`config.mk`:
```
export PLATFORM = sky130hd
export DESIGN_NAME = alu_bist
export DESIGN_NICKNAME = d
export VERILOG_FILES = /design/src/rtl/alu_bist.sv
export SDC_FILE = /design/constraint.sdc
export NUM_CORES = 1
export LEC_CHECK = 0
export CORE_MARGIN = 2
export CORE_UTILIZATION = 35
export DETAILED_ROUTE_END_ITERATION = 6
export GPL_TIMING_DRIVEN = 0
export HOLD_SLACK_MARGIN = 0.03
export SLEW_MARGIN = 20
export SYNTH_ARGS = -nofsm -noshare
export SYNTH_HDL_FRONTEND = slang
export SYNTH_SLANG_ARGS = --single-unit
export TNS_END_PERCENT = 50
```
`constraint.sdc`:
```
create_clock -name clk -period 5.7 [get_ports clk]
set_input_delay 0.855 -clock clk [delete_from_list [all_inputs] [get_ports clk]]
set_output_delay 0.855 -clock clk [all_outputs]
set_load 0.02 [all_outputs]
```
`src/rtl/alu_bist.sv`:
```
// alu_bist: BIST controller for the combinational ALU.
// It drives pseudo-random operand pairs through every defined aluc code
// (0..10, 12..15) and folds each r/z result into a 32-bit MISR. At the end
// of the run it compares the MISR with GOLDEN.
// Optional feature macro: ALU_BIST_ZCHK_EN enables a sticky z-consistency check.
`timescale 1ns/1ps
module alu_bist #(
  parameter int          VECTORS = 4,
  parameter logic [31:0] SEED    = 32'h00ff00ff,
  parameter logic [31:0] GOLDEN  = 32'h00000000
) (
  input  logic        clk,
  input  logic        rst_n,
  input  logic        start,
  output logic        busy,
  output logic        done,
  output logic        pass,
  output logic [31:0] signature,
  output logic        zerr,
  output logic [31:0] alu_a,
  output logic [31:0] alu_b,
  output logic [3:0]  alu_aluc,
  input  logic [31:0] alu_r,
  input  logic        alu_z
);

  typedef enum logic [1:0] {IDLE, APPLY, CAPTURE, DONE} state_t;

  localparam logic [31:0] SEED_EFF = (SEED == 32'h0) ? 32'h00000001 : SEED;
  localparam logic [7:0]  VEC_LAST = 8'(VECTORS - 1);
  localparam logic [3:0]  OP_LAST  = 4'd14;  // index of aluc 15

  // Shared LFSR / MISR shift-with-feedback
  function automatic logic [31:0] step(input logic [31:0] x);
    return {x[30:0], 1'b0} ^ (x[31] ? 32'h00400007 : 32'h0);
  endfunction

  state_t      state, state_nxt;
  logic [31:0] lfsr;
  logic [3:0]  op_idx;
  logic [7:0]  vec_cnt;
  logic [3:0]  op_code;
  logic        accept, last_vec, last_op;

  // Index 0..14 maps onto codes 0..10,12..15 so the reserved code 11 is skipped
  assign op_code  = (op_idx < 4'd11) ? op_idx : op_idx + 4'd1;
  assign last_vec = (vec_cnt == VEC_LAST);
  assign last_op  = (op_idx == OP_LAST);
  assign accept   = start && ((state == IDLE) || (state == DONE));

  // State register
  always_ff @(posedge clk or negedge rst_n) begin
    if (!rst_n) state <= IDLE;
    else        state <= state_nxt;
  end

  // Next-state logic: start only matters when idle or done
  always_comb begin
    state_nxt = state;
    case (state)
      IDLE, DONE: if (start) state_nxt = APPLY;
      APPLY:      state_nxt = CAPTURE;
      CAPTURE:    state_nxt = (last_vec && last_op) ? DONE : APPLY;
      default:    state_nxt = IDLE;
    endcase
  end

  // Datapath: operand generation, MISR compaction, counters and status
  always_ff @(posedge clk or negedge rst_n) begin
    if (!rst_n) begin
      lfsr      <= 32'h0;
      signature <= 32'h0;
      op_idx    <= 4'd0;
      vec_cnt   <= 8'd0;
      alu_a     <= 32'h0;
      alu_b     <= 32'h0;
      alu_aluc  <= 4'd0;
      busy      <= 1'b0;
      done      <= 1'b0;
    end else if (accept) begin
      lfsr      <= SEED_EFF;
      signature <= 32'h0;
      op_idx    <= 4'd0;
      vec_cnt   <= 8'd0;
      busy      <= 1'b1;
      done      <= 1'b0;
    end else if (state == APPLY) begin
      alu_a    <= lfsr;
      alu_b    <= {lfsr[15:0], lfsr[31:16]};
      alu_aluc <= op_code;
      lfsr     <= step(lfsr);
    end else if (state == CAPTURE) begin
      signature <= step(signature) ^ alu_r ^ {31'b0, alu_z};
      if (last_vec) begin
        vec_cnt <= 8'd0;
        op_idx  <= last_op ? 4'd0 : op_idx + 4'd1;
        if (last_op) begin
          busy <= 1'b0;
          done <= 1'b1;
        end
      end else begin
        vec_cnt <= vec_cnt + 8'd1;
      end
    end
  end

`ifdef ALU_BIST_ZCHK_EN
  logic zerr_q;

  // Sticky flag: zero flag disagrees with the result it accompanies
  always_ff @(posedge clk or negedge rst_n) begin
    if (!rst_n)                                   zerr_q <= 1'b0;
    else if (accept)                              zerr_q <= 1'b0;
    else if (state == CAPTURE &&
             (alu_z != (alu_r == 32'h0)))         zerr_q <= 1'b1;
  end

  assign zerr = zerr_q;
`else
  assign zerr = 1'b0;
`endif

  assign pass = done && (signature == GOLDEN) && !zerr;

endmodule

```
==> results by group <==
Critical path
  – Critical path type: reg -> out
  – R2r endpoint: signature[31]
  – CP Max Fanout: 6
  – Critical Path RT: slightly below 5 ns
  – Reg-to-reg slack, setup: approximately 3.5 ns
  – Startpoint types: flop
  – Critical Path AT: 2.45 ns
  – FF-to-FF Start: state[0]
  – Critical Path Sink Type: primary output
  – Reg2reg path depth: 9

STA
  – Clk_skew: between 0.007 and 0.008 ns
  – Tcrit/Tclk final: 0.580
  – Final WS setup: 2.39 ns
  – RSZ-0062 raised after global routing: false
  – Actual slew at the worst max-slew pin: 0.526 ns
  – Count of pins over their slew limit: 0
  – Finish-stage setup viols: 0
  – Final Hold Vio Count: 0
  – Slew HR: 0.650
  – Fin crit period: between 3 and 4 ns
  – Fmax: between 0.3 and 0.4 GHz

Route
  – Avg WL per Cell: 14.3 um
  – 1st-iter DRT viols: about 290
  – DRC viols: 0
  – Number of detailed-route iterations in the first pass: 5
  – Vias/cell: roughly 4.9
  – Final ANT Viol Nets: 0
  – Final WL: ~13000 um
  – Via count: between 4000 and 5000

Run
  – Max-cap violations: 0

Floorplanning
  – Die Ht: 128 um
  – # rows: 45
  – # IOs: 140
  – Core ar.: around 0.015 mm^2
  – Die Footprint: between 0.015 and 0.02 mm^2
  – Initial Utilization: 0.356
  – Die Span X: ~130 um

Cells and area
  – Fraction of layout cells with a size suffix above 1: 0.115
  – Area grow syn2layout: 42.9%
  – Fill count: 1368
  – Finished Cell Area: just under 0.008 mm^2
  – Layout Nets: 741
  – Fin cells: 900
  – Total inserted antenna cells: 0
  – Final Core Density: 0.509

Placed design
  – Cells after DPL: a little under 900
  – Post-detail-place hpwl: roughly 9500 um
  – Port Buf Inserts: 138
  – Setup WS pre-CTS: 2.84 ns
  – Placed Area: ~0.007 mm^2
  – Routability cong.: ~0.84

Global routing
  – Vias in the first global route: ~4300
  – Largest net degree at the start of global routing: between 70 and 80
  – Tot GR Track Use: 0.165
  – Initial antenna violation count: 0
  – First-pass GRT wire length: ~21000 um
  – Gr ovfl total: 0

Clocking
  – CTS tree: built
  – Hold-fix buffers, CTS: 0
  – Clock Path Buffers: 2
  – Later-pin clock latency in the skew report: between 0.4 and 0.5 ns
  – Post-CTS Setup Repair Bufs: 0
  – CTS sink cnt: roughly 120
  – Htree depth: 4
  – # resized after CTS: 0
  – Clock slew at reported path FFs: around 0.06 ns
  – Root Buffer: clkbuf_16
  – Total CTS buffers: 17

Power and ir drop
  – Power Dens Cells: between 600 and 700 mW/mm^2
  – Leakage: 3.30 nW
  – VDD IR max: ~0.00027 V
  – Tot Pwr: approximately 4.9 mW

Synthesis
  – Synthesized flop and latch total: roughly 120
  – Avg Inst Size Synth: between 9 and 10 um^2
  – Mapped Cells: 541
  – Mapped Nets: 583
  – Post-synthesis sequential area ratio: 0.540
  – Yosys Warn Count: 0
  – Cell variety after synth: 37
  – Cell area after synthesis: between 0.005 and 0.006 mm^2

Outcome
  – Status: completed

Min path
  – HP Class: in -> async
==> area by class of cell <==
type	count	area, um^2	share of cell area
Clock buffer	18	439	0.0571
Sequential cell	116	2900	0.378
Inverter	35	131	0.0171
Tap cell	188	235	0.0306
Buffer	63	378	0.0492
Timing Repair Buffer	139	1410	0.183
Multi-Input combinational cell	327	1960	0.256
Clock inverter	14	224	0.0291
==> metal layers <==
metal  up-vias  track usage  share of wire
li1       2103            -              -
met1      2107        0.214           0.46
met2       148        0.266           0.48
met3        10       0.0505          0.054
met4         0       0.0543         0.0098
met5         -            0              0
==> stage by stage <==
stage / hold slack, ns / TNS [ns]
after floorplan: 0.466 / 0
after global placement: 0.485 / -77.72
after detailed placement: 0.488 / 0
after CTS: 0.339 / 0
after global routing: 0.347 / 0
final: 0.339 / 0
==> cell usage in the layout, fill, tap and decap left out, types with 3 or more instances in the layout <==
cell type        instances
clkinv_4                 4
mux2_2                   6
xnor2_1                 36
nand2_1                 74
a31oi_1                  3
clkdlybuf4s50_1        137
clkbuf_1                25
o21ai_0                 47
bufinv_16                5
nand2b_1                30
clkbuf_16               17
inv_1                   35
xor2_1                   5
nand4_1                  5
buf_4                   33
nand3_1                 18
nor4_1                   9
ha_1                     6
buf_6                    3
o31ai_1                 30
dfrtp_1                116
nor2_1                  11
a21oi_1                 22
and3_1                   5
inv_6                    3
==> sequential cells by signal, summed over array words and instances, names as in the netlist <==
register   flops
lfsr          32
alu_b          1
alu_a         31
signature     32
busy           1
alu_aluc       4
done           1
state          2
vec_cnt        8
op_idx         4
==> cell usage after synthesis <==
cell type  instances  area share
a21oi_1           22       0.020
nand4_1            5      0.0058
o22a_1             2      0.0033
nor3_1             2      0.0019
buf_2              2      0.0019
and2_1             1      0.0012
nand2_1           74       0.052
nor4b_1            1      0.0016
a31oi_1            3      0.0035
nor3_4             1      0.0030
a221o_1            2      0.0037
nand2b_1          30       0.035
mux2_2             6       0.013
nor4_2             1      0.0023
a31o_2             1      0.0016
buf_1              1     0.00070
or3_1              2      0.0023
inv_1             35       0.024
and3_1             5      0.0058
xnor2_1           36       0.059
nor4_1             9       0.010
and2_4             1      0.0016
nor2_1            11      0.0077
nor2b_1            1      0.0012
buf_4             33       0.046
ha_1               6       0.014
nand3_1           18       0.017
o22ai_1            2      0.0023
o21ai_0           47       0.044
o21a_1             1      0.0014
or2_2              1      0.0012
o31ai_1           30       0.042
conb_1             1     0.00070
clkbuf_1          25       0.017
buf_6              2      0.0042
xor2_1             5      0.0081
dfrtp_1          116        0.54
==> where the power goes <==
group / leakage, nW / switching (mW) / total (mW) / internal, mW
sequential: 1.46 / 0.287 / 1.44 / 1.16
combinational: 1.51 / 1.21 / 2.28 / 1.07
clock: 0.321 / 0.394 / 1.19 / 0.793
==> worst max-delay path, stage by stage, from the launching register on <==
cell and delay, ns:
dfrtp_1 0.39, clkbuf_1 0.22, nor4_1 0.31, nand4_1 0.18, nor3_1 0.28, clkdlybuf4s50_1 0.67
==> cells by family after synthesis <==
group	share of synthesized area
compound gates	0.122
xor+xnor	0.0668
fa+ha+maj	0.0140
buf+inv	0.0947
flops	0.540
mux	0.0126
other cells	0.000697
simple gates	0.149
==> how the worst max path moves through the flow <==
stage                  startpoint            end  slack [ns]  cells after the start
global placement            rst_n  signature[17]       -0.68                      1
finish              signature[31]           pass        2.39                      5
global route        signature[31]           pass        2.22                      5
detailed placement  signature[31]           pass        2.84                      5
CTS                 signature[31]           pass        2.35                      5
floorplan           signature[31]           pass        3.34                      4
No activity file was read; power rests on OpenSTA's default activity.
